[src/rtl/spi_reg_arbiter.sv]
// spi_reg_arbiter: configuration register bank shared by an SPI write path and a core
// read/write port. SPI write commands are edge-captured into a small pending FIFO.
// A two-process FSM grants one bank access per two cycles, with round-robin between
// the two requesters.
module spi_reg_arbiter #(
   parameter int unsigned ADDR_W     = 4,
   parameter int unsigned DATA_W     = 8,
   parameter int unsigned FIFO_DEPTH = 2,
   localparam int unsigned CNT_W     = $clog2(FIFO_DEPTH + 1)
) (
   input  logic              clk,
   input  logic              reset_n,
   input  logic              spi_we,
   input  logic [ADDR_W-1:0] spi_addr,
   input  logic [DATA_W-1:0] spi_data,
   input  logic              core_req,
   input  logic              core_we,
   input  logic [ADDR_W-1:0] core_addr,
   input  logic [DATA_W-1:0] core_wdata,
   output logic              core_gnt,
   output logic              core_rvalid,
   output logic [DATA_W-1:0] core_rdata,
   output logic              spi_overflow,
   input  logic              clear_ovf,
   output logic [CNT_W-1:0]  spi_pending,
   output logic [DATA_W-1:0] ctrl_reg0
);

   localparam int unsigned NUM_REGS = 2 ** ADDR_W;
   localparam int unsigned PTR_W    = $clog2(FIFO_DEPTH);
   localparam logic [CNT_W-1:0] FULL_CNT = CNT_W'(FIFO_DEPTH);

   typedef enum logic [1:0] {StIdle, StSpiWr, StCoreAcc} state_e;

   state_e            state_q, state_d;
   logic              rr_last_core_q, rr_last_core_d;  // 1: core had the last access
   logic [DATA_W-1:0] regs_q [NUM_REGS];
   logic [ADDR_W-1:0] fifo_addr_q [FIFO_DEPTH];
   logic [DATA_W-1:0] fifo_data_q [FIFO_DEPTH];
   logic [PTR_W-1:0]  wr_ptr_q, rd_ptr_q;
   logic [CNT_W-1:0]  count_q;
   logic              spi_we_q;
   logic              ovf_q;
   logic              rvalid_q;
   logic [DATA_W-1:0] rdata_q;

   logic spi_rise, fifo_full, fifo_nonempty, push_ok, push_drop, pop;

   assign spi_rise      = spi_we & ~spi_we_q;
   assign fifo_full     = (count_q == FULL_CNT);
   assign fifo_nonempty = (count_q != '0);
   // A pop in the same cycle frees a slot, so a push onto a full FIFO is kept then.
   assign push_ok       = spi_rise & (~fifo_full | pop);
   assign push_drop     = spi_rise & fifo_full & ~pop;

   // Arbitration: next state, round-robin pointer and grant/pop strobes.
   always_comb begin
      state_d        = state_q;
      rr_last_core_d = rr_last_core_q;
      core_gnt       = 1'b0;
      pop            = 1'b0;
      case (state_q)
         StIdle: begin
            if (fifo_nonempty && core_req) begin
               state_d = rr_last_core_q ? StSpiWr : StCoreAcc;
            end else if (fifo_nonempty) begin
               state_d = StSpiWr;
            end else if (core_req) begin
               state_d = StCoreAcc;
            end
         end
         StSpiWr: begin
            pop            = 1'b1;
            rr_last_core_d = 1'b0;
            state_d        = StIdle;
         end
         StCoreAcc: begin
            core_gnt       = 1'b1;
            rr_last_core_d = 1'b1;
            state_d        = StIdle;
         end
         default: state_d = StIdle;
      endcase
   end

   // FSM state, round-robin pointer, SPI edge detect and sticky overflow.
   always_ff @(posedge clk or negedge reset_n) begin
      if (!reset_n) begin
         state_q        <= StIdle;
         rr_last_core_q <= 1'b0;
         spi_we_q       <= 1'b0;
         ovf_q          <= 1'b0;
      end else begin
         state_q        <= state_d;
         rr_last_core_q <= rr_last_core_d;
         spi_we_q       <= spi_we;
         // Set has priority over a coincident clear.
         if (push_drop) begin
            ovf_q <= 1'b1;
         end else if (clear_ovf) begin
            ovf_q <= 1'b0;
         end
      end
   end

   // Pending SPI write FIFO: storage, pointers and occupancy.
   always_ff @(posedge clk or negedge reset_n) begin
      if (!reset_n) begin
         for (int i = 0; i < int'(FIFO_DEPTH); i++) begin
            fifo_addr_q[i] <= '0;
            fifo_data_q[i] <= '0;
         end
         wr_ptr_q <= '0;
         rd_ptr_q <= '0;
         count_q  <= '0;
      end else begin
         if (push_ok) begin
            fifo_addr_q[wr_ptr_q] <= spi_addr;
            fifo_data_q[wr_ptr_q] <= spi_data;
            wr_ptr_q              <= wr_ptr_q + 1'b1;
         end
         if (pop) begin
            rd_ptr_q <= rd_ptr_q + 1'b1;
         end
         if (push_ok && !pop) begin
            count_q <= count_q + 1'b1;
         end else if (pop && !push_ok) begin
            count_q <= count_q - 1'b1;
         end
      end
   end

   // Register bank: one writer per cycle, chosen by the FSM state.
   always_ff @(posedge clk or negedge reset_n) begin
      if (!reset_n) begin
         for (int i = 0; i < int'(NUM_REGS); i++) begin
            regs_q[i] <= '0;
         end
      end else if (pop) begin
         regs_q[fifo_addr_q[rd_ptr_q]] <= fifo_data_q[rd_ptr_q];
      end else if (core_gnt && core_we) begin
         regs_q[core_addr] <= core_wdata;
      end
   end

   // Core read return: data held until the next read, valid pulsed once.
   always_ff @(posedge clk or negedge reset_n) begin
      if (!reset_n) begin
         rvalid_q <= 1'b0;
         rdata_q  <= '0;
      end else begin
         rvalid_q <= core_gnt & ~core_we;
         if (core_gnt && !core_we) begin
            rdata_q <= regs_q[core_addr];
         end
      end
   end

   assign core_rvalid  = rvalid_q;
   assign core_rdata   = rdata_q;
   assign spi_overflow = ovf_q;
   assign spi_pending  = count_q;
   assign ctrl_reg0    = regs_q[0];

endmodule

[config.mk]
export PLATFORM = sky130hd
export DESIGN_NAME = spi_reg_arbiter
export DESIGN_NICKNAME = d
export VERILOG_FILES = /design/src/rtl/spi_reg_arbiter.sv
export SDC_FILE = /design/constraint.sdc
export NUM_CORES = 1
export LEC_CHECK = 0
export CORE_UTILIZATION = 55
export DETAILED_ROUTE_END_ITERATION = 10
export GPL_ROUTABILITY_DRIVEN = 0
export GPL_TIMING_DRIVEN = 0
export PLACE_DENSITY = 0.75
export SKIP_LAST_GASP = 1
export SYNTH_ARGS = -nofsm -noshare
export SYNTH_HDL_FRONTEND = slang
export SYNTH_SLANG_ARGS = --single-unit
export TNS_END_PERCENT = 30
[constraint.sdc]
create_clock -name clk -period 5.95 [get_ports clk]
set_input_delay 1.19 -clock clk [delete_from_list [all_inputs] [get_ports clk]]
set_output_delay 1.19 -clock clk [all_outputs]
set_load 0.01 [all_outputs]
### Word-level counts from Yosys, hierarchy flattened

Cells that the tools add are included.
W data, S select, Z words.

| storage, ports and cells | value |
|---|---|
| output and inout bits | 21 |
| word-level logic and storage cells | 110 |
| register bits | 170 |

| cells by class | value |
|---|---|
| bitwise gates (word level) | 14 |
| add/sub/neg operators | 4 |
| muxes and demuxes | 35 |
| reductions and logical operators | 17 |
| order comparisons | 7 |
| equal/unequal tests | 4 |

Operators with widths:

| operator | count |
|---|---|
| $bwmux W128 | 2 |
| $mux W128 | 2 |
| $demux W8 S4 | 2 |
| $mux W8 | 8 |
| $bmux W8 S4 | 1 |
| $bwmux W16 | 1 |
| $mux W4 | 4 |
| $mux W2 | 7 |
| $ge A5 B5 Y1 const B | 2 |
| $lt A5 B1 Y1 const B | 2 |
| $not A4 Y5 | 2 |
| $reduce_bool A2 Y1 | 5 |
| $bwmux W8 | 1 |
| $demux W8 S1 | 1 |
| $logic_and A1 B1 Y1 | 8 |
| $and A1 B1 Y1 | 5 |
| $demux W4 S1 | 1 |
| $eq A2 B2 Y1 const B | 2 |
| $ge A2 B2 Y1 const B | 2 |
| $mux W1 | 4 |
| $ne A4 B4 Y1 const B | 1 |
| $not A1 Y1 | 4 |
| $not A1 Y2 | 2 |
| $logic_not A1 Y1 | 3 |
| 8 further kinds | 9 |

### Longest topological paths before layout

Gate-level depths: netlist of run 1.

| logic depth | value |
|---|---|
| depth in word-level cells | 11 |
| mapped depth | 8 |
| gate-level depth less buffers | 8 |

### Worst setup path after synthesis of run 1

OpenSTA, ideal clock, no wires.

| timing path | value |
|---|---|
| path type | in2reg |
| start point | input port core_addr[1] |
| end point | register regs_q[48] in the netlist's numbering |
| stages on the path | 6 |
| data arrival time | 2519 ps |
| library setup time | 125 ps |
| data required time | 5825 ps |
| slack | 3307 ps |
| path through | buf_4 -> nor2b_1 -> buf_2 -> nand2_1 -> o22ai_4 -> mux2_2 |

| on the way | value |
|---|---|
| cells in the longest elaborated chain, start to end | 8 |
| elaborated cells between the ends (all ways) | 9 |
| those cells by class | order compare (2); mux (5); bitwise (1); reduce/logical (1) |

Ends and longest elaborated chain:

| item | RTL line | source |
|---|---|---|
| start: declaration | 18 | `input logic [ADDR_W-1:0] core_addr,` |
| $not A4 Y5 (implied by the code) (*) | 142 | `regs_q[core_addr] <= core_wdata;` |
| $ge A5 B5 Y1 (implied by the code) / $lt A5 B1 Y1 (equally long branches) | 142 |  |
| $logic_and A1 B1 Y1 (implied by the code) | 142 |  |
| $mux W8 (implied by the code) | 142 |  |
| $demux W8 S4 (*) | 142 |  |
| $bwmux W128 (*) | 142 |  |
| $mux W128 (*) | 141 | `end else if (core_gnt && core_we) begin` |
| $mux W128 (*) | 139 | `end else if (pop) begin` |
| end signal: indexed assignment | 140 | `regs_q[fifo_addr_q[rd_ptr_q]] <= fifo_data_q[rd_ptr_q];` |
| end signal: indexed assignment | 142 |  |
| end: declaration | 37 | `logic [DATA_W-1:0] regs_q [NUM_REGS];` |

Mark *: on every way between the ends. The rest lies on a longest branch, timed or not. The select of a mux whose other input is x is not followed.
A chain may end at the register's enable or synchronous reset.

### Final worst setup path of run 1

| timing path | value |
|---|---|
| start point | input port core_addr[0] |
| end point | register regs_q[48] in the netlist's numbering |

Same word-level chain as after synthesis.

==> results of run 1 <==
## stage by stage
stage	instances	power (mW)
4_1_cts	1068	5.447
5_1_grt	1068	5.725
3_3_place_gp	1035	4.161
3_5_place_dp	1036	4.275
2_1_floorplan	768	3.531
6_report	1069	5.490
## logic make-up after synthesis
family	after synthesis	share of synthesized area (%)
compound gates	217	17.23
xor+xnor	5	0.4703
fa+ha+maj	4	0.5375
buf+inv	61	3.789
flops	170	45.69
mux	217	26.65
simple gates	94	5.644
## cell type report
| cell class | instances | area share (%) |
|---|---|---|
| buffer | 57 | 3.155 |
| timing repair buffer | 48 | 4.698 |
| antenna | 1 | 0.02337 |
| tap | 220 | 2.571 |
| sequential | 170 | 39.73 |
| clock buffer | 17 | 3.973 |
| multi-input combinational | 537 | 43.94 |
| inverter | 4 | 0.1402 |
| clock inverter | 15 | 1.765 |
## power breakdown
| part | leakage (nW) | internal, mW | switching (mW) |
|---|---|---|---|
| clock | 0.301 | 0.670 | 0.500 |
| sequential | 1.99 | 1.73 | 0.364 |
| combinational | 1.87 | 1.06 | 1.17 |
## layout by cell type (no fill, tap or decap), drive strengths merged, types with 2 or more instances in the layout
cell           count
dfrtp            170
o22ai            167
mux2             161
mux2i             48
clkdlybuf4s50     46
buf               41
clkbuf            35
nand2             30
nor2              28
o21ai             21
inv               10
mux4               8
a221oi             8
a31oi              8
o2bb2ai            8
nor2b              6
and3b              6
nor3b              6
nand3              5
clkinv             5
xor2               4
ha                 4
and3               3
bufinv             3
and2               3
nand3b             2
o21a               2
nor3               2
## worst register-to-register path: stages (launching register included)
cell and delay, ps:
dfrtp_1 400, inv_1 100, ha_1 430, inv_1 120, buf_4 200, nand2_1 190
clkbuf_1 720, o22ai_1 220, mux2_2 310
## path summary, 6_finish.rpt
kind,slack (ps),to,depth (start not counted)
worst max-delay path,2760,regs_q[48],6
worst min-delay path,490,wr_ptr_q,1
worst max register to register,3140,regs_q[19],8
worst min register to register,490,wr_ptr_q,1
max in group asynchronous,4330,regs_q[101],2
min in group asynchronous,720,regs_q[41],1
## flip-flops by register name, indices dropped and copies added, names as in the netlist
register and count:
regs_q 120, fifo_data_q 16, core_rdata 8, ctrl_reg0 8, fifo_addr_q 8, spi_pending 2, state_q 2, core_rvalid 1
rd_ptr_q 1, rr_last_core_q 1, spi_overflow 1, spi_we_q 1, wr_ptr_q 1
## metal layers
layer	up-vias	GRT usage, %	share of wire, %
li1	3115	-	-
met1	3718	41.51	37
met2	502	53.17	48
met3	133	6.613	8.6
met4	0	21.90	6.4
met5	-	0	0
==> impl_metrics.toml, run 1 <==
[run_status]
outcome = "completed"

[clock_network]
cts_buffers = 17
clockRootBuffer = "clkbuf_16"
htree_levels = 4
cts_resized = 0
postCtsSetupBuffers = 0
clock-sinks = 170
cts_buffer_depth = 2
postCtsHoldBufs = 0
clock_latency_ps = 440
clkTransAtPathRegs_ps = 70
cts_tree = "yes"

[sta]
period_share_pct = 53.57
min_period_ps = 3188
relSlewSlack_pct = 31.54
setup_slack_ps = 2762
tightest_slew_ps = 1027
slew_violations = 0
setup_viol = 0
whs_ps = 487.6
tns_ps = 0
final.setup_skew_ps = 8.154
maxClockFrequency_ghz = 0.3137
final-hold-violation-count = 0
rsz0062_at_grt = "no"

[global_routing]
gr-total-overflow = 0
grt_max_degree = 99
antenna_found_initial = 0
grt_usage_pct = 33.36
grt_pass1_wl_microns = 43700
grt_pass1_vias = 7725

[placed_design]
placed_area_sq_um = 10090
dp_slack_ps = 2373
dpl.hpwl_microns = 19220
port-buffer-count = 47

[pwr]
power.leakage_nw = 4.160
ir_drop_uv = 298.2
powerDensity_nw_per_um2 = 512.8

[hold_path]
worstHoldPathType = "reg2reg"
holdCritStartpoint = "wr_ptr_q"

[floorplan]
rows = 47
die_height_microns = 132.1
die-area_sq_um = 17450
fp.dieW_microns = 132.1
core_area_sq_um = 16580
initial_utilization_pct = 56.15
ios = 51

[final_layout]
nFillCells = 1290
fin_nets = 869
areaGrowthSynthToFinish_pct = 14.98
drive_gt1_share_pct = 32.19
seq_area_sq_um = 4254
design_area_sq_um = 10710
multi_input_area_sq_um = 4705
fin_util_pct = 64.56

[synthesis]
syn_inst = 768
synth_top_cells_by_count = "170 x dfrtp_1, 156 x mux2_2, 151 x o22ai_1, 48 x mux2i_1, 29 x nand2_1"
yosysWarnings = 0
synth_fp_nets = 802
synth_enable_flop_cells = 0
ys_ff_latch = 170
synth-main-ff-cell = "dfrtp_1"
synth_area_leader_cell = "dfrtp_1"
yosysMostFrequentCell = "dfrtp_1"
synthesis.area_sq_um = 9311
syn_area_per_cell_sq_um = 12.12
ys_types = 46
synth-async-reset-ratio_pct = 100.0
synth_top_cell_area_share_pct = 45.69
synth.area.top_cells = "dfrtp_1 46%, mux2_2 19%, o22ai_1 10%, mux2i_1 5.2%, o22ai_4 2.6%"
synth.yosys.seq_area_share_pct = 45.69

[drt]
vias = 7468
via_per_inst = 6.986
drt_iter0_drc = 958
wl_microns = 27750
wl_per_cell_microns = 25.96
first_pass_iters = 8
ant_nets = 0
drc = 0

[critical_path]
cp_slowest_cell = "clkdlybuf4s50_1"
cp_top_family = "buffers and inverters"
cp_cell_sequence = "clkdlybuf4s50_1 > nor2b_1 > buf_2 > nand2_1 > o22ai_4 > mux2_2"
timing.critical_path.buf_inv = 2
crit_start = "core_addr[0]"
cp-start-kind = "input pin"
worstReg2RegStart = "state_q[1]"
max_stage_delay_ps = 600
crit_required_ps = 6270
path_class = "in2reg"
worstSetupEndpointType = "flip-flop"
crit_path_max_fanout = 10
critical_path_arrival_ps = 3510

[flow_run]
max_cap_viol_count = 0
(Power assumes the default switching activity.)
==> run 2: changes to the inputs <==
- clock period: 5.95 -> 3.3 ns (I/O delays scaled with it)
==> results of run 2 <==
Same layout as run 1 (identical final DEF). Status: completed.
Among the figures that moved: setup slack after placement 2373 ps -> 252.8 ps; setup slack after layout 2762 ps -> 493.9 ps; hold slack 487.6 ps -> 191.6 ps; start point of the critical path core_addr[0] -> state_q[1]; end point of the critical path regs_q[48] -> regs_q[19]; register-to-register setup slack 3140 ps -> 490 ps; total power 5.490 mW -> 9.899 mW; worst IR drop on VDD 298.2 uV -> 537.6 uV
==> run 3: changes to the inputs <==
- clock period: 3.3 -> 2.73 ns (I/O delays scaled with it)
==> impl_metrics.toml, run 3 (synthesis gave the netlist of run 1 again) <==
[floorplan]
die-area_sq_um = 17450
initial_utilization_pct = 56.15
ios = 51
die_height_microns = 132.1
rows = 47
fp.dieW_microns = 132.1
core_area_sq_um = 16580

[sta]
final-hold-violation-count = 0
relSlewSlack_pct = 33.68
setup_viol = 0
period_share_pct = 99.88
tns_ps = 0
slew_violations = 0
maxClockFrequency_ghz = 0.3667
rsz0062_at_grt = "yes"
tightest_slew_ps = 994.8
min_period_ps = 2727
final.setup_skew_ps = 9.331

[clock_network]
clkTransAtPathRegs_ps = 70
cts_buffers = 17
cts_buffer_depth = 2
postCtsHoldBufs = 0
clock_latency_ps = 440
clock-sinks = 170
htree_levels = 4
clockRootBuffer = "clkbuf_16"
cts_tree = "yes"

[pwr]
clkPwrFrac_pct = 21.3
p_int_mw = 7.544
power_switching_mw = 4.426
seq_power_share_pct = 38.1
swShare_pct = 36.98
ir_drop_uv = 648.2
pwr-share-comb_pct = 40.6
powerDensity_nw_per_um2 = 1118
power.leakage_nw = 4.172

[critical_path]
worstReg2RegStart = "state_q[1]"
crit_required_ps = 3050
cp-start-kind = "flip-flop"
reg2reg_depth = 8
reg2reg_slack_ps = 3
path_class = "reg2reg"
crit_path_max_fanout = 10
critical_path_arrival_ps = 3050
r2r_end = "regs_q[48]"
worstSetupEndpointType = "flip-flop"

[global_routing]
grtUsageMet1_pct = 41.51
antenna_found_initial = 0
gr-total-overflow = 0
grt_max_degree = 99
grt_pass1_wl_microns = 43700
grt_usage_pct = 33.36
busiest_layer = "met2"
grt_use_met2_pct = 53.17
grt_pass1_vias = 7725
use_met3_pct = 6.613

[drt]
via_per_inst = 7.002
drt_iter0_drc = 947
ant_nets = 0
vias = 7478
first_pass_iters = 5
drc = 0
wl_per_cell_microns = 26.04
wl_microns = 27810

[final_layout]
largest_register_ffs = 120
regMostFlops = "regs_q"
fin_nets = 869
areaGrowthSynthToFinish_pct = 15.01
final_cell_mix = "170 x dfrtp_1, 156 x mux2_2, 151 x o22ai_1, 48 x mux2i_1, 46 x clkdlybuf4s50_1"
reg_top3 = "regs_q (120), fifo_data_q (16)"
fin_cells = 1068
drive_gt1_share_pct = 32.67
diodes = 0
final_common_cell = "dfrtp_1"
design_area_sq_um = 10710

[placed_design]
placed_area_sq_um = 10090
place_inst = 1036
dpl.hpwl_microns = 19220
port-buffer-count = 47

[run_status]
outcome = "completed"

[flow_run]
max_cap_viol_count = 0

[hold_path]
worstHoldPathType = "in2async"
-- run 3: changes by cell type in the layout (fill, tap and decap cells not counted) --
cell      before  now
clkbuf_1      18   14
clkbuf_2       0    4
diode_2        1    0
-- run 3: per-layer routing --
layer	part of all wire [%]	up-vias
met1	37	3738
li1	-	3119
met3	8.3	139
met5	0	-
met2	48	482
met4	6.8	0
-- run 3: repair_timing --
action,in CTS,in global routing
setup buffers,0,0
resized for setup,0,8
endpoints found under the setup margin,0,48
-- run 3: critical path, cell delays in order, from the launching register on --
cell	delay [ps]
dfrtp_1	400
inv_1	100
ha_1	430
inv_1	110
buf_4	200
nand2_1	220
clkbuf_1	590
o22ai_1	220
mux2_2	330
-- run 3: stage by stage --
stage          setup slack, ps  power, mW  hold slack [ps]  util [%]
2_1_floorplan            702.6      7.697            250.4         -
3_3_place_gp             -5496      9.068            468.3     60.65
3_5_place_dp            -203.2      9.318            475.4     60.84
4_1_cts                  29.37      11.87            96.98     64.55
5_1_grt                 -46.34      12.48            123.0     64.58
6_report                 3.207      11.97            80.58     64.58
-- run 3: worst max path at each step --
stage	from	to	slack (ps)
2_1_floorplan	state_q[0]	regs_q[10]	700
3_3_place_gp	reset_n	regs_q[91]	-5500
3_5_place_dp	core_addr[0]	regs_q[51]	-200
4_1_cts	state_q[1]	regs_q[19]	30
5_1_grt	state_q[1]	regs_q[48]	-50
6_report	state_q[1]	regs_q[48]	3
-- run 3: power groups by stage --
| stage | registers, mW | logic, mW | clock network, mW |
|---|---|---|---|
| 2_1_floorplan | 4.35 | 3.34 | 0 |
| 3_3_place_gp | 4.46 | 4.60 | 0 |
| 3_5_place_dp | 4.57 | 4.74 | 0 |
| 4_1_cts | 4.54 | 4.78 | 2.56 |
| 5_1_grt | 4.71 | 5.12 | 2.65 |
| 6_report | 4.56 | 4.86 | 2.55 |
-- run 3: layout make-up --
cell class | count | area [sq um]
Inverter | 4 | 15.01
Buffer | 57 | 342.8
Multi-Input combinational cell | 537 | 4705
Fill cell | 1289 | 5874
Clock buffer | 17 | 425.4
Tap cell | 220 | 275.3
Sequential cell | 170 | 4254
Clock inverter | 15 | 188.9
Timing Repair Buffer | 48 | 503.0
==> variant (config.mk and constraints of run 3) <==
Register the output `spi_overflow` once more; this adds one clock of latency there. The other outputs are not delayed to match.
--- a/src/rtl/spi_reg_arbiter.sv
+++ b/src/rtl/spi_reg_arbiter.sv
@@ -158,7 +158,9 @@
 
    assign core_rvalid  = rvalid_q;
    assign core_rdata   = rdata_q;
-   assign spi_overflow = ovf_q;
+   always_ff @(posedge clk) begin
+      spi_overflow <= ovf_q;
+   end
    assign spi_pending  = count_q;
    assign ctrl_reg0    = regs_q[0];
 
Formal check against the unedited RTL: same outputs for any inputs over 4 cycles, from zero or initial values and one cycle with reset_n low; that may be too few to reach the edited logic, so the function may still have changed.
==> variant against run 3 <==
- non-clock buffer count unchanged
- highest routed layer unchanged
- worst setup slack better by 0.014 ns
- wire length is 0.24% higher
- critical path type unchanged
- cell count is the same
- core utilization shrank 0.30 points
- area after synthesis rose by 0.22%
- critical path depth stayed put
- clock skew grew 0.0040 ns
- total power fell by 2.3%
- final area shrank 0.47%
- sequential cell count is 1 higher
- count of clock-buffer cells in the layout rose by 3
- clock power fell by 9.8%
==> variant: results (changes against run 3) <==
Outcome: completed
Initial antenna violation count: 0 (unchanged)
Leakage: 4.119 nW (-1.3%)
Clock Skew: 0.01335 ns (+0.004020 ns)
Layout area overhead: 14.23%
Via count: 7436 (-0.56%)
First-pass GRT wire length: 43130 um (-1.3%)
Crit path max-delay cell type: clkbuf_1
Drt total wl: 27880 um (+0.24%)
Synth cell types: 47 (+2.2%)
Relative slew slack: 33.07% (-0.61 points)
Ys async rst share: 99.42% (-0.58 points)
Drt first pass iters: 5 (unchanged)
GRT Total Usage: 32.91% (-0.45 points)
Largest net degree at the start of global routing: 93 (-6.1%)
CTS clk-pin slew, worst paths: 0.06 ns
CP max FO: 10 (unchanged)
Worst-Skew Late Latency: 0.45 ns
Post-synth top flop: dfrtp_1
# nets final: 870 (+0.12%)
DP HPWL: 19130 um (-0.47%)
Top Registers: regs_q: 120 flops, fifo_data_q: 16 flops
Mapped Avg Cell Area: 12.13 sq um (about the same)
Arr. time, crit path: 3.05 ns (about the same)
Max rail drop VDD: 0.6287 mV (-3.0%)
Syn. warnings: 0 (unchanged)
Filler Cell Count: 1284 (-0.39%)
Placed Instances: 1037 (+0.097%)
Proportion of layout cells with a drive suffix above 1: 32.08% (-0.59 points)
Vias in the first global route: 7548 (-2.3%)
CTS Root Cell: clkbuf_16
CP top delay family: buffers and inverters
Final Slew Violations: 0 (unchanged)
Cell count of the worst reg-to-reg path: 8 (unchanged)
Synth top cells by count: dfrtp_1 (170), mux2_2 (156), o22ai_1 (151)
Seq/Total Area, Yosys: 45.80% (+0.12 points)
CTS max path bufs: 2 (unchanged)
Dpl cell area: 10110 sq um (+0.20%)
Tightest Hold Check Type: in2async
H-tree depth: 4 (unchanged)
Reg2reg setup slack: 0.02 ns
Mapped Nets: 803 (+0.12%)
Synth area leaders: dfrtp_1 (46%), mux2_2 (19%), o22ai_1 (10%), mux2i_1 (5.1%), o22ai_4 (2.6%)
Port Buffers: 47 (unchanged)
N_diodes: 0 (unchanged)
NetSw: 4.384 mW (-0.95%)
CTS Buf Count: 17 (unchanged)
Fin cells: 1068 (unchanged)
DR iter-0 viols: 947 (unchanged)
Worst r2r src: state_q[1]
FF-to-FF End: ctrl_reg0[2]
Slowest stage delay, CP: 0.63 ns (+0.04 ns)
variant: cell count changes in the layout (fill, tap and decap cells not counted), sizes merged:
cell / delta
dfxtp: +1
clkinv: -2
clkinvlp: +5
inv: -4
bufinv: -3
clkbuf: +3
variant: layer usage:
| metal | up-vias | part of all wire (%) | track usage, % |
|---|---|---|---|
| met1 | 3724 | 38 | 41.99 |
| met4 | 0 | 5.3 | 18.71 |
| met2 | 492 | 47 | 52.23 |
| li1 | 3099 | - | - |
| met3 | 121 | 9.7 | 7.036 |
| met5 | - | 0 | 0 |
variant: worst register-to-register path: cells and delay by family, from the launching register on:
family | cells | cell delay, ns
adders and majority gates | 1 | 0.39
and+or+nand+nor | 1 | 0.24
AOI/OAI and AO/OA | 1 | 0.21
muxes | 1 | 0.32
buffers and inverters | 4 | 1.04
DFF | 1 | 0.40
variant: worst max path at each step:
stage	start	to	slack, ns	cells past startpoint
CTS	state_q[1]	ctrl_reg0[2]	0.05	8
global route	state_q[1]	regs_q[42]	-0.09	8
detailed placement	core_addr[0]	regs_q[114]	-0.18	6
floorplan	state_q[0]	regs_q[10]	0.70	7
finish	state_q[1]	ctrl_reg0[2]	0.02	8
global placement	reset_n	ctrl_reg0[3]	-5.51	1
variant: through the flow:
step | setup WS, ns | util (%) | power (mW) | hold WS (ns)
CTS | 0.05312 | 64.27 | 11.56 | 0.1040
global route | -0.09411 | 64.27 | 12.17 | 0.1298
finish | 0.01771 | 64.27 | 11.70 | 0.07661
global placement | -5.513 | 60.77 | 9.031 | 0.3574
detailed placement | -0.1770 | 60.96 | 9.290 | 0.3703
floorplan | 0.7026 | - | 7.716 | 0.2504
variant: cell type report:
class                           count  area (sq um)  area share (%)
Sequential cell                   171          4274           40.10
Buffer                             57         339.1           3.181
Inverter                            4         15.01          0.1409
Clock inverter                     11         91.34          0.8569
Clock buffer                       20         456.7           4.285
Tap cell                          220         275.3           2.582
Multi-Input combinational cell    537          4705           44.14
Timing Repair Buffer               48         503.0           4.719
variant: timing repair:
| action | 4_1_cts | 5_1_grt |
|---|---|---|
| gates resized for setup | 0 | 2 |
| setup endpoints to repair | 0 | 20 |
| buffers inserted | 0 | 0 |
variant: power by group through the flow:
stage	Combinational (mW)	Sequential [mW]	Clock (mW)
after detailed placement	4.71	4.58	0
after floorplan	3.34	4.37	0
final	4.83	4.57	2.30
after global routing	5.06	4.70	2.40
after CTS	4.72	4.54	2.30
after global placement	4.55	4.48	0
variant: cells by family after synthesis:
family | count (synthesis) | synth area share [%]
multiplexers | 217 | 26.59
flip-flops | 171 | 45.80
adder cells (fa/ha/maj) | 4 | 0.5364
AND/OR/NAND/NOR | 94 | 5.632
AO/OA/AOI/OAI | 217 | 17.19
buffers and inverters | 61 | 3.781
XOR/XNOR | 5 | 0.4693
